**src/rtl/seg7_scan_driver.sv**
```systemverilog
`default_nettype none
// ============================================================================
// Module   : seg7_scan_driver
// Purpose  : Time-multiplexed driver for a bank of DIGITS seven-segment
//            digits. It has a scan prescaler, one-hot digit scanning and
//            frame-synchronous (tear-free) loading through shadow registers.
//            It also provides leading-zero blanking, per-digit decimal points,
//            a lamp test and selectable pin polarity.
// Revision : 1.0 - initial release
// ----------------------------------------------------------------------------
// Parameters
//   DIGITS     : number of digits (1..8); digit 0 is least significant
//   SCAN_DIV   : clocks per digit slot (>= 2)
//   ACTIVE_LOW : 1 inverts sg7, sg7_dp and digit_sel at the pins
// Ports
//   clk, rst          : clock, asynchronous active-high reset
//   enable            : 0 blanks all outputs (scanning keeps running)
//   seg7all_on        : lamp test, overrides enable
//   blank_lz          : leading-zero blanking
//   load              : strobe capturing value / dp_in into the pending regs
//   value, dp_in      : packed nibbles and decimal points, index i -> digit i
//   sg7, sg7_dp       : segments {g,f,e,d,c,b,a} and decimal point
//   digit_sel         : one-hot digit enable
//   pend              : loaded data waiting for the next frame boundary
//   frame_done        : one-cycle pulse after each frame wrap
// Build option
//   SEG7_HEX_EN       : when defined, nibbles A..F show A b C d E F;
//                       otherwise they decode to blank.
// ============================================================================
module seg7_scan_driver #(
    parameter int DIGITS     = 4,
    parameter int SCAN_DIV   = 50000,
    parameter int ACTIVE_LOW = 0
) (
    input  logic                  clk,
    input  logic                  rst,
    input  logic                  enable,
    input  logic                  seg7all_on,
    input  logic                  blank_lz,
    input  logic                  load,
    input  logic [4*DIGITS-1:0]   value,
    input  logic [DIGITS-1:0]     dp_in,
    output logic [6:0]            sg7,
    output logic                  sg7_dp,
    output logic [DIGITS-1:0]     digit_sel,
    output logic                  pend,
    output logic                  frame_done
);

    localparam int c_PCNT_W = $clog2(SCAN_DIV);
    localparam int c_IDX_W  = (DIGITS > 1) ? $clog2(DIGITS) : 1;

    localparam logic [c_PCNT_W-1:0] c_PCNT_LAST = c_PCNT_W'(SCAN_DIV - 1);
    localparam logic [c_IDX_W-1:0]  c_IDX_LAST  = c_IDX_W'(DIGITS - 1);
    localparam logic                c_INV       = (ACTIVE_LOW != 0);

    // ------------------------------------------------------------------
    // State
    // ------------------------------------------------------------------
    logic [c_PCNT_W-1:0]  r_pcnt;
    logic [c_IDX_W-1:0]   r_idx;
    logic [4*DIGITS-1:0]  r_pend_val;
    logic [DIGITS-1:0]    r_pend_dp;
    logic [4*DIGITS-1:0]  r_disp_val;
    logic [DIGITS-1:0]    r_disp_dp;
    logic                 r_pend;
    logic                 r_frame_done;
    logic [6:0]           r_sg7;
    logic                 r_sg7_dp;
    logic [DIGITS-1:0]    r_digit_sel;

    logic                 w_tick;
    logic                 w_wrap;
    logic [3:0]           w_cur_nib;
    logic                 w_cur_dp;
    logic                 w_cur_blank;
    logic [DIGITS-1:0]    w_blank;
    logic [6:0]           w_sg7_next;
    logic                 w_dp_next;
    logic [DIGITS-1:0]    w_sel_next;

    assign w_tick = (r_pcnt == c_PCNT_LAST);
    assign w_wrap = w_tick && (r_idx == c_IDX_LAST);

    // ------------------------------------------------------------------
    // Segment decode
    // ------------------------------------------------------------------
    function automatic logic [6:0] f_decode(input logic [3:0] nib);
        logic [6:0] seg;
        case (nib)
            4'h0:    seg = 7'h3F;
            4'h1:    seg = 7'h06;
            4'h2:    seg = 7'h5B;
            4'h3:    seg = 7'h4F;
            4'h4:    seg = 7'h66;
            4'h5:    seg = 7'h6D;
            4'h6:    seg = 7'h7D;
            4'h7:    seg = 7'h07;
            4'h8:    seg = 7'h7F;
            4'h9:    seg = 7'h6F;
`ifdef SEG7_HEX_EN
            4'hA:    seg = 7'h77;
            4'hB:    seg = 7'h7C;
            4'hC:    seg = 7'h39;
            4'hD:    seg = 7'h5E;
            4'hE:    seg = 7'h79;
            4'hF:    seg = 7'h71;
`endif
            default: seg = 7'h00;
        endcase
        return seg;
    endfunction

    // ------------------------------------------------------------------
    // Leading-zero blanking: walk down from the top digit; a digit is
    // blanked while it and everything above it are zero. Digit 0 is
    // never part of the walk, so a value of zero still shows "0".
    // ------------------------------------------------------------------
    always_comb begin
        logic zero_run;
        w_blank  = '0;
        zero_run = 1'b1;
        for (int i = DIGITS - 1; i >= 1; i--) begin
            zero_run   = zero_run && (r_disp_val[i*4 +: 4] == 4'h0);
            w_blank[i] = blank_lz && zero_run;
        end
    end

    // Select the nibble, decimal point and blank flag of the current slot.
    always_comb begin
        w_cur_nib   = 4'h0;
        w_cur_dp    = 1'b0;
        w_cur_blank = 1'b0;
        for (int i = 0; i < DIGITS; i++) begin
            if (r_idx == c_IDX_W'(i)) begin
                w_cur_nib   = r_disp_val[i*4 +: 4];
                w_cur_dp    = r_disp_dp[i];
                w_cur_blank = w_blank[i];
            end
        end
    end

    // Output priority: lamp test, then enable, then normal scanning.
    always_comb begin
        w_sg7_next = 7'h00;
        w_dp_next  = 1'b0;
        w_sel_next = '0;
        if (seg7all_on) begin
            w_sg7_next = 7'h7F;
            w_dp_next  = 1'b1;
            w_sel_next = '1;
        end else if (enable) begin
            w_sel_next = DIGITS'(1) << r_idx;
            w_sg7_next = w_cur_blank ? 7'h00 : f_decode(w_cur_nib);
            w_dp_next  = w_cur_dp;
        end
    end

    // ------------------------------------------------------------------
    // Scan counters
    // ------------------------------------------------------------------
    always_ff @(posedge clk or posedge rst) begin
        if (rst) begin
            r_pcnt <= '0;
            r_idx  <= '0;
        end else begin
            r_pcnt <= w_tick ? '0 : r_pcnt + 1'b1;
            if (w_tick) begin
                r_idx <= (r_idx == c_IDX_LAST) ? '0 : r_idx + 1'b1;
            end
        end
    end

    // ------------------------------------------------------------------
    // Shadow / display registers. A load coinciding with a wrap still
    // promotes the older pending data; the new data then waits a frame.
    // ------------------------------------------------------------------
    always_ff @(posedge clk or posedge rst) begin
        if (rst) begin
            r_pend_val   <= '0;
            r_pend_dp    <= '0;
            r_disp_val   <= '0;
            r_disp_dp    <= '0;
            r_pend       <= 1'b0;
            r_frame_done <= 1'b0;
        end else begin
            if (load) begin
                r_pend_val <= value;
                r_pend_dp  <= dp_in;
            end
            if (w_wrap && r_pend) begin
                r_disp_val <= r_pend_val;
                r_disp_dp  <= r_pend_dp;
            end
            if (load) begin
                r_pend <= 1'b1;
            end else if (w_wrap) begin
                r_pend <= 1'b0;
            end
            r_frame_done <= w_wrap;
        end
    end

    // ------------------------------------------------------------------
    // Registered outputs (logical polarity)
    // ------------------------------------------------------------------
    always_ff @(posedge clk or posedge rst) begin
        if (rst) begin
            r_sg7       <= 7'h00;
            r_sg7_dp    <= 1'b0;
            r_digit_sel <= '0;
        end else begin
            r_sg7       <= w_sg7_next;
            r_sg7_dp    <= w_dp_next;
            r_digit_sel <= w_sel_next;
        end
    end

    assign sg7        = r_sg7 ^ {7{c_INV}};
    assign sg7_dp     = r_sg7_dp ^ c_INV;
    assign digit_sel  = r_digit_sel ^ {DIGITS{c_INV}};
    assign pend       = r_pend;
    assign frame_done = r_frame_done;

endmodule
`default_nettype wire

```
**config.mk**
```make
export PLATFORM = sky130hd
export DESIGN_NAME = seg7_scan_driver
export DESIGN_NICKNAME = d
export VERILOG_FILES = /design/src/rtl/seg7_scan_driver.sv
export SDC_FILE = /design/constraint.sdc
export NUM_CORES = 1
export LEC_CHECK = 0
export ABC_AREA = 1
export ABC_CLOCK_PERIOD_IN_PS = 6200
export BUFFER_PORTS_ARGS = -buffer_cell sky130_fd_sc_hd__buf_2
export CAP_MARGIN = 20
export CORE_UTILIZATION = 40
export DETAILED_ROUTE_END_ITERATION = 8
export SLEW_MARGIN = 20
export SYNTH_ARGS = -nofsm -noshare
export SYNTH_HDL_FRONTEND = slang
export SYNTH_SLANG_ARGS = --single-unit
export TNS_END_PERCENT = 100
```
**constraint.sdc**
```tcl
create_clock -name clk -period 6.2 [get_ports clk]
set_input_delay 0.93 -clock clk [delete_from_list [all_inputs] [get_ports clk]]
set_output_delay 0.93 -clock clk [all_outputs]
set_load 0.01 [all_outputs]
```
==> results of run 1 <==
==> final timing paths <==
kind | startpoint | endpoint | cells past startpoint
min reg2reg | r_pcnt[0] | r_pcnt[0] | 1
max in group asynchronous | rst | r_disp_val[12] | 3
min | r_pcnt[0] | r_pcnt[0] | 1
min in group asynchronous | rst | r_pcnt[3] | 3
max | r_idx[0] | sg7[6] | 11
max reg2reg | r_idx[0] | sg7[6] | 11
==> cell usage after synthesis, drive strengths merged <==
| master | instances |
|---|---|
| nor3 | 3 |
| nor4 | 1 |
| buf | 6 |
| nor2 | 21 |
| nand3 | 33 |
| a31oi | 2 |
| a21oi | 10 |
| nand3b | 1 |
| a21boi | 1 |
| dfrtp | 72 |
| nand2 | 168 |
| nor3b | 3 |
| ha | 10 |
| inv | 45 |
| xor2 | 6 |
| o21ai | 19 |
| clkbuf | 5 |
| o31ai | 1 |
| nand4 | 6 |
| or2 | 1 |
==> cell type report <==
class,count,area share (%)
Sequential cell,72,45.90
Multi-Input combinational cell,286,34.33
Timing Repair Buffer,40,5.164
Inverter,45,4.431
Clock buffer,10,3.507
Tap cell,105,3.347
Clock inverter,6,3.315
==> metal layers <==
metal,part of all wire [%],vias to the layer above,wire [um]
met2,43,69,2870
met4,2.0,0,135
met5,0,-,0
met1,51,1196,3467
met3,4.0,12,271
li1,-,1377,-
==> cells by family (layout without fill, tap and decap cells) <==
| logic type | count (synthesis) | in the layout |
|---|---|---|
| AO/OA/AOI/OAI | 33 | 33 |
| XOR/XNOR | 6 | 6 |
| adder cells (fa/ha/maj) | 10 | 10 |
| buffers and inverters | 56 | 101 |
| flip-flops | 72 | 72 |
| AND/OR/NAND/NOR | 237 | 237 |
==> stage by stage <==
| step | cells | cell area (um2) |
|---|---|---|
| after floorplan | 414 | 3385 |
| after global placement | 548 | 3657 |
| after detailed placement | 548 | 3657 |
| after CTS | 564 | 3925 |
| after global routing | 564 | 3925 |
| final | 564 | 3925 |
==> worst max-delay path, cell delays in order, from the launching register on <==
cell     delay, ns
dfrtp_1       0.39
ha_1          0.34
inv_1         0.21
or2_2         0.30
nand2_1       0.15
inv_1         0.08
ha_1          0.17
inv_1         0.05
nand3_1       0.10
nand3_1       0.12
nand3_1       0.07
nand2_1       0.06
==> flip-flops by register name (all words and copies together) (netlist names) <==
register / cells
r_pend_val: 16
frame_done: 1
digit_sel: 4
r_pend_dp: 4
pend: 1
sg7_dp: 1
sg7: 7
r_idx: 2
r_pcnt: 16
r_disp_dp: 4
r_disp_val: 16
==> power groups by stage <==
stage	logic [mW]	clock network [mW]	registers (mW)
2_1_floorplan	0.0245	0	0.502
3_3_place_gp	0.0441	0	0.501
3_5_place_dp	0.0450	0	0.501
4_1_cts	0.0452	0.509	0.492
5_1_grt	0.0525	0.526	0.494
6_report	0.0435	0.497	0.492
==> flow_summary_export.csv, run 1 <==
group,metric,value,unit
outcome,status,"completed",
global_route,grt_util_met1,25.85,%
yosys,ys_ff_latch,72,
final_layout,nets,490,
global_route,grt_pass1_wl,12.35,mm
yosys,yosysWarnings,0,
power,p_switching,0.2149,mW
critical_path,critPathMaxFanout,9,
global_route,track_usage,18.11,%
floorplan,start_util,41.19,%
cts,cts_setup_buffers,0,
power,p_sw_share,20.81,%
sta,fin_crit_sh,33.94,%
final_layout,mostFrequentLayoutCells,"nand2_1 (165), dfrtp_1 (72), inv_1 (42), buf_2 (39), nand3_1 (32)",
global_route,grt_max_degree,73,
power,ir_drop,0.0001121,V
routing,drt_wl_total,6.745,mm
cts,clock_latency,0.35,ns
yosys,synth_top_family_by_area,"simple AND/OR/NAND/NOR gates",
place,gp_congestion,0.8040,
critical_path,required,6.49,ns
sta,maxSlewHeadroom,40.98,%
final_layout,n_antenna_cell,0,
power,p_leak,2.111,nW
yosys,synth.area.top_cells,"dfrtp_1 (53%), nand2_1 (18%), inv_1 (4.8%)",
power,p_clk_share,48.2,%
global_route,gr-usage-met3,2.751,%
critical_path,cp.arrival,2.39,ns
floorplan,die_h,93.99,um
yosys,synthSimpleGateAreaFrac,29.46,%
floorplan,core,8217,um2
cts,cts_hold_buffers,0,
final_layout,final_common_cell,"nand2_1",
yosys,synth_compound_area_share,5.102,%
routing,wire_per_inst,11.96,um
power,p_seq_share,47.6,%
sta,finalHoldViolCount,0,
floorplan,row_count,33,
global_route,use_met2,26.76,%
cts,cts_resized,0,
yosys,synth_fa_ha_area_share,3.697,%
cts,cts_tree,"done",
sta,period_needed,2.104,ns
routing,firstDrtPassIters,6,
final_layout,synthToLayoutAreaGrowth,15.97,%
floorplan,dieArea,8833,um2
critical_path,startpoint_type,"register",
cts,root_buffer,"clkbuf_8",
final_layout,seqCellArea,1802,um2
sta,fmax,475.3,MHz
routing,drtIter0Drc,132,
final_layout,fin_util,47.77,%
job,drv_cap,0,
sta,slew_viol_final,0,
yosys,synth_top_area_share,53.23,%
cts,clkTransAtPathRegs,0.07,ns
sta,layout_setup_ws,4.096,ns
sta,rsz0062_at_grt,"no",
yosys,yosysSeqAreaShare,53.23,%
critical_path,rrSetupSlack,4.10,ns
final_layout,nFillCells,838,
global_route,grt_pass1_vias,2683,
power,pwr-share-comb,4.2,%
routing,vias_per_cell,4.706,
sta,fin_worst_skew,0.007061,ns
routing,drc,0,
yosys,synth-xor-area-share,1.553,%
yosys,synthMuxAreaShare,0,%
global_route,globalRouteOverflowTotal,0,
global_route,antenna_found_initial,0,
final_layout,multi_input_comb_area,1348,um2
yosys,syn-num-nets,450,
floorplan,num_io_pins,40,
routing,vias,2654,
place,dpl.hpwl,4.654,mm
min_path,hold_path_class,"reg2reg",
critical_path,cp-end-kind,"register",
global_route,grt-busiest-layer,"met2",
power,p_per_area,263.1,nW/um2
yosys,synth_area_leader_cell,"dfrtp_1",
routing,postRouteAntennaNets,0,
cts,cts.path.max_buffers,2,
place,dp_slack,4.147,ns
place,port_buffers,39,
yosys,syn_area,3384,um2
critical_path,criticalPathCategory,"reg2reg",
power,power,1.033,mW
cts,cts_buffers,9,
yosys,avgSynthCellArea,8.175,um2
yosys,synth_cell_types,29,
power,power.internal,0.8178,mW
sta,setup_viol,0,
final_layout,drive_gt1_share,14.38,%
sta,tns,0,ns
cts,cts.sinks,72,
yosys,synthCells,414,
sta,fin_hold_ws,0.4589,ns
floorplan,die-width,93.99,um
sta,tightest_slew,0.8853,ns
cts,htreeDepth,3,
(Power assumes the default switching activity.)
==> inputs of run 2 (changes only) <==
ABC_CLOCK_PERIOD_IN_PS = 1940   (was 6200)
clock period = 1.94 ns   (was 6.2 ns; I/O delays follow)
==> run 2 against run 1 <==
- clock power grew 130%
- maximum frequency is 14% higher
- setup slack got worse by 4.0 ns
- wire length up 2.8%
- via count increased by 3.4%
- clock skew grew 0.0023 ns
- sequential share of layout area decreased by 1.6 points
- worst hold slack worse by 0.31 ns
- non-clock buffer count is 17 higher
- first-iteration DRC count up 36%
- die area unchanged
- critical path type unchanged
- critical endpoint is now sg7[3]
- largest power group is now sequential cells
==> flow_summary_export.csv, run 2 (synthesis results as in run 1) <==
group,metric,value,unit
cts,clkTransAtPathRegs,0.08,ns
final_layout,mostFrequentLayoutCells,"nand2_1 (163), dfrtp_1 (71), buf_2 (39), inv_1 (38), nand3_1 (32)",
cts,cts_buffers,9,
critical_path,required,2.16,ns
sta,maxSlewHeadroom,57.63,%
final_layout,layout.cells.non_filler,581,
cts,clock_latency,0.34,ns
critical_path,rrSetupSlack,0.09,ns
min_path,hold_path_depth,3,
critical_path,rr_endpoint,"sg7[3]",
sta,fin_crit_sh,95.49,%
place,port_buffers,39,
final_layout,drive_gt1_share,19.75,%
outcome,status,"completed",
min_path,hold_end,"r_pend_val[4]",
critical_path,startpoint_type,"register",
min_path,worstHoldStart,"value[4]",
global_route,globalRouteOverflowTotal,0,
floorplan,start_util,41.19,%
critical_path,crit_chain,"buf_4, ha_4, a21oi_2, nand2_1, nand2_1, nand2_2, ha_1, inv_1, nand3_1, nand3_1, nand3_1, nand2_1",
final_layout,final_common_cell,"nand2_1",
critical_path,rr_worst_depth,12,
min_path,hold_path_class,"in2reg",
sta,rsz0062_at_grt,"yes",
global_route,grt_pass1_vias,2613,
power,p_leak,2.152,nW
sta,period_needed,1.853,ns
cts,htreeDepth,3,
global_route,antenna_found_initial,0,
sta,fmax,539.8,MHz
place,dp_cells,560,
routing,vias_per_cell,4.723,
critical_path,slowest_delay,0.44,ns
global_route,track_usage,17.31,%
critical_path,cp.arrival,2.07,ns
final_layout,fin_area,4071,um2
global_route,grt_max_degree,29,
sta,fin_worst_skew,0.009379,ns
cts,cts.sinks,72,
final_layout,top_regs,"r_disp_val (16), r_pcnt (16), r_pend_val (16)",
routing,drt_wl_total,6.934,mm
critical_path,cp-end-kind,"register",
routing,vias,2744,
critical_path,criticalPathCategory,"reg2reg",
floorplan,die-width,93.99,um
cts,root_buffer,"clkbuf_8",
routing,postRouteAntennaNets,0,
power,p_per_area,708.6,nW/um2
sta,slew_viol_final,0,
global_route,grt_pass1_wl,11.84,mm
floorplan,die_h,93.99,um
critical_path,worstSetupStartpoint,"r_idx[1]",
place,dpl.hpwl,5.034,mm
critical_path,crit_slowest_cell,"dfrtp_2",
sta,tightest_slew,0.6349,ns
place,place_area,3776,um2
sta,setup_viol,0,
power,ir_drop,0.0004762,V
routing,firstDrtPassIters,4,
sta,finalHoldViolCount,0,
critical_path,critPathMaxFanout,8,
place,gp_congestion,0.8974,
final_layout,synthToLayoutAreaGrowth,20.30,%
critical_path,regToRegStartpoint,"r_idx[1]",
floorplan,num_io_pins,40,
floorplan,core,8217,um2
routing,drtIter0Drc,180,
place,dp_slack,-0.02118,ns
final_layout,nets,507,
job,drv_cap,0,
cts,cts.path.max_buffers,2,
floorplan,dieArea,8833,um2
routing,wire_per_inst,11.93,um
sta,layout_setup_ws,0.08743,ns
cts,cts_tree,"done",
final_layout,n_antenna_cell,0,
routing,drc,0,
floorplan,row_count,33,
==> run 2: changes by cell type in the layout (fill, tap and decap cells not counted), moves of 2 or more <==
cell | before | now
nand2_1 | 165 | 163
bufinv_16 | 4 | 1
ha_1 | 10 | 6
inv_1 | 42 | 38
buf_4 | 1 | 15
ha_4 | 0 | 4
inv_2 | 2 | 5
nand2_2 | 2 | 4
buf_12 | 0 | 2
clkinvlp_4 | 0 | 4
==> run 2: report_power, final <==
part / switching (mW) / internal, mW / leakage [nW]
clock: 0.568 / 0.593 / 0.0916
combinational: 0.0915 / 0.0609 / 1.15
sequential: 0.0226 / 1.55 / 0.911
==> run 2: routing by layer <==
metal  vias to the layer above  GRT usage (%)  part of all wire (%)
li1                       1407              -                     -
met1                      1260          23.36                    50
met2                        71          25.73                    44
met3                         6          4.612                   5.0
met4                         0          8.205                   1.1
met5                         -              0                     0
==> run 2: cell type report <==
type / instances / area [um2]
clock buffers: 9 / 123.9
clock inverters: 7 / 71.32
fillers: 808 / 4145
inverters: 45 / 177.7
multi-input cells: 286 / 1406
flip-flops and latches: 72 / 1803
well taps: 105 / 131.4
repair buffers: 57 / 357.8
==> run 2: how the worst max path moves through the flow <==
stage | end | slack [ns]
final | sg7[3] | 0.09
after global routing | sg7[3] | -0.05
after CTS | sg7[3] | 0.005
after detailed placement | sg7[3] | -0.02
after global placement | sg7[3] | 0.08
after floorplan | sg7[3] | 0.13
==> run 2: metrics by stage <==
step / hold slack (ns) / power, mW / utilization, % / TNS (ns)
final: 0.1449 / 2.885 / 49.55 / 0
after global routing: 0.1343 / 3.024 / 49.55 / -0.05435
after CTS: 0.1220 / 2.941 / 48.48 / 0
after detailed placement: 0.3676 / 1.758 / 45.96 / -0.03107
after global placement: 0.3651 / 1.754 / 45.96 / 0
after floorplan: 0.4006 / 1.682 / - / 0
==> run 2: critical path: cells and delay by family, from the launching register on <==
family                   cells  cell delay [ns]
buffers and inverters        2             0.19
AND/OR/NAND/NOR              7             0.51
flip-flops                   1             0.44
adder cells (fa/ha/maj)      2             0.47
AO/OA/AOI/OAI                1             0.12
==> run 2: repair_timing <==
item	CTS	global route
gates resized for setup	1	15
buffers inserted	0	4
endpoints found under the setup margin	4	7
hold buffers	1	0
endpoints found under the hold margin	21	0
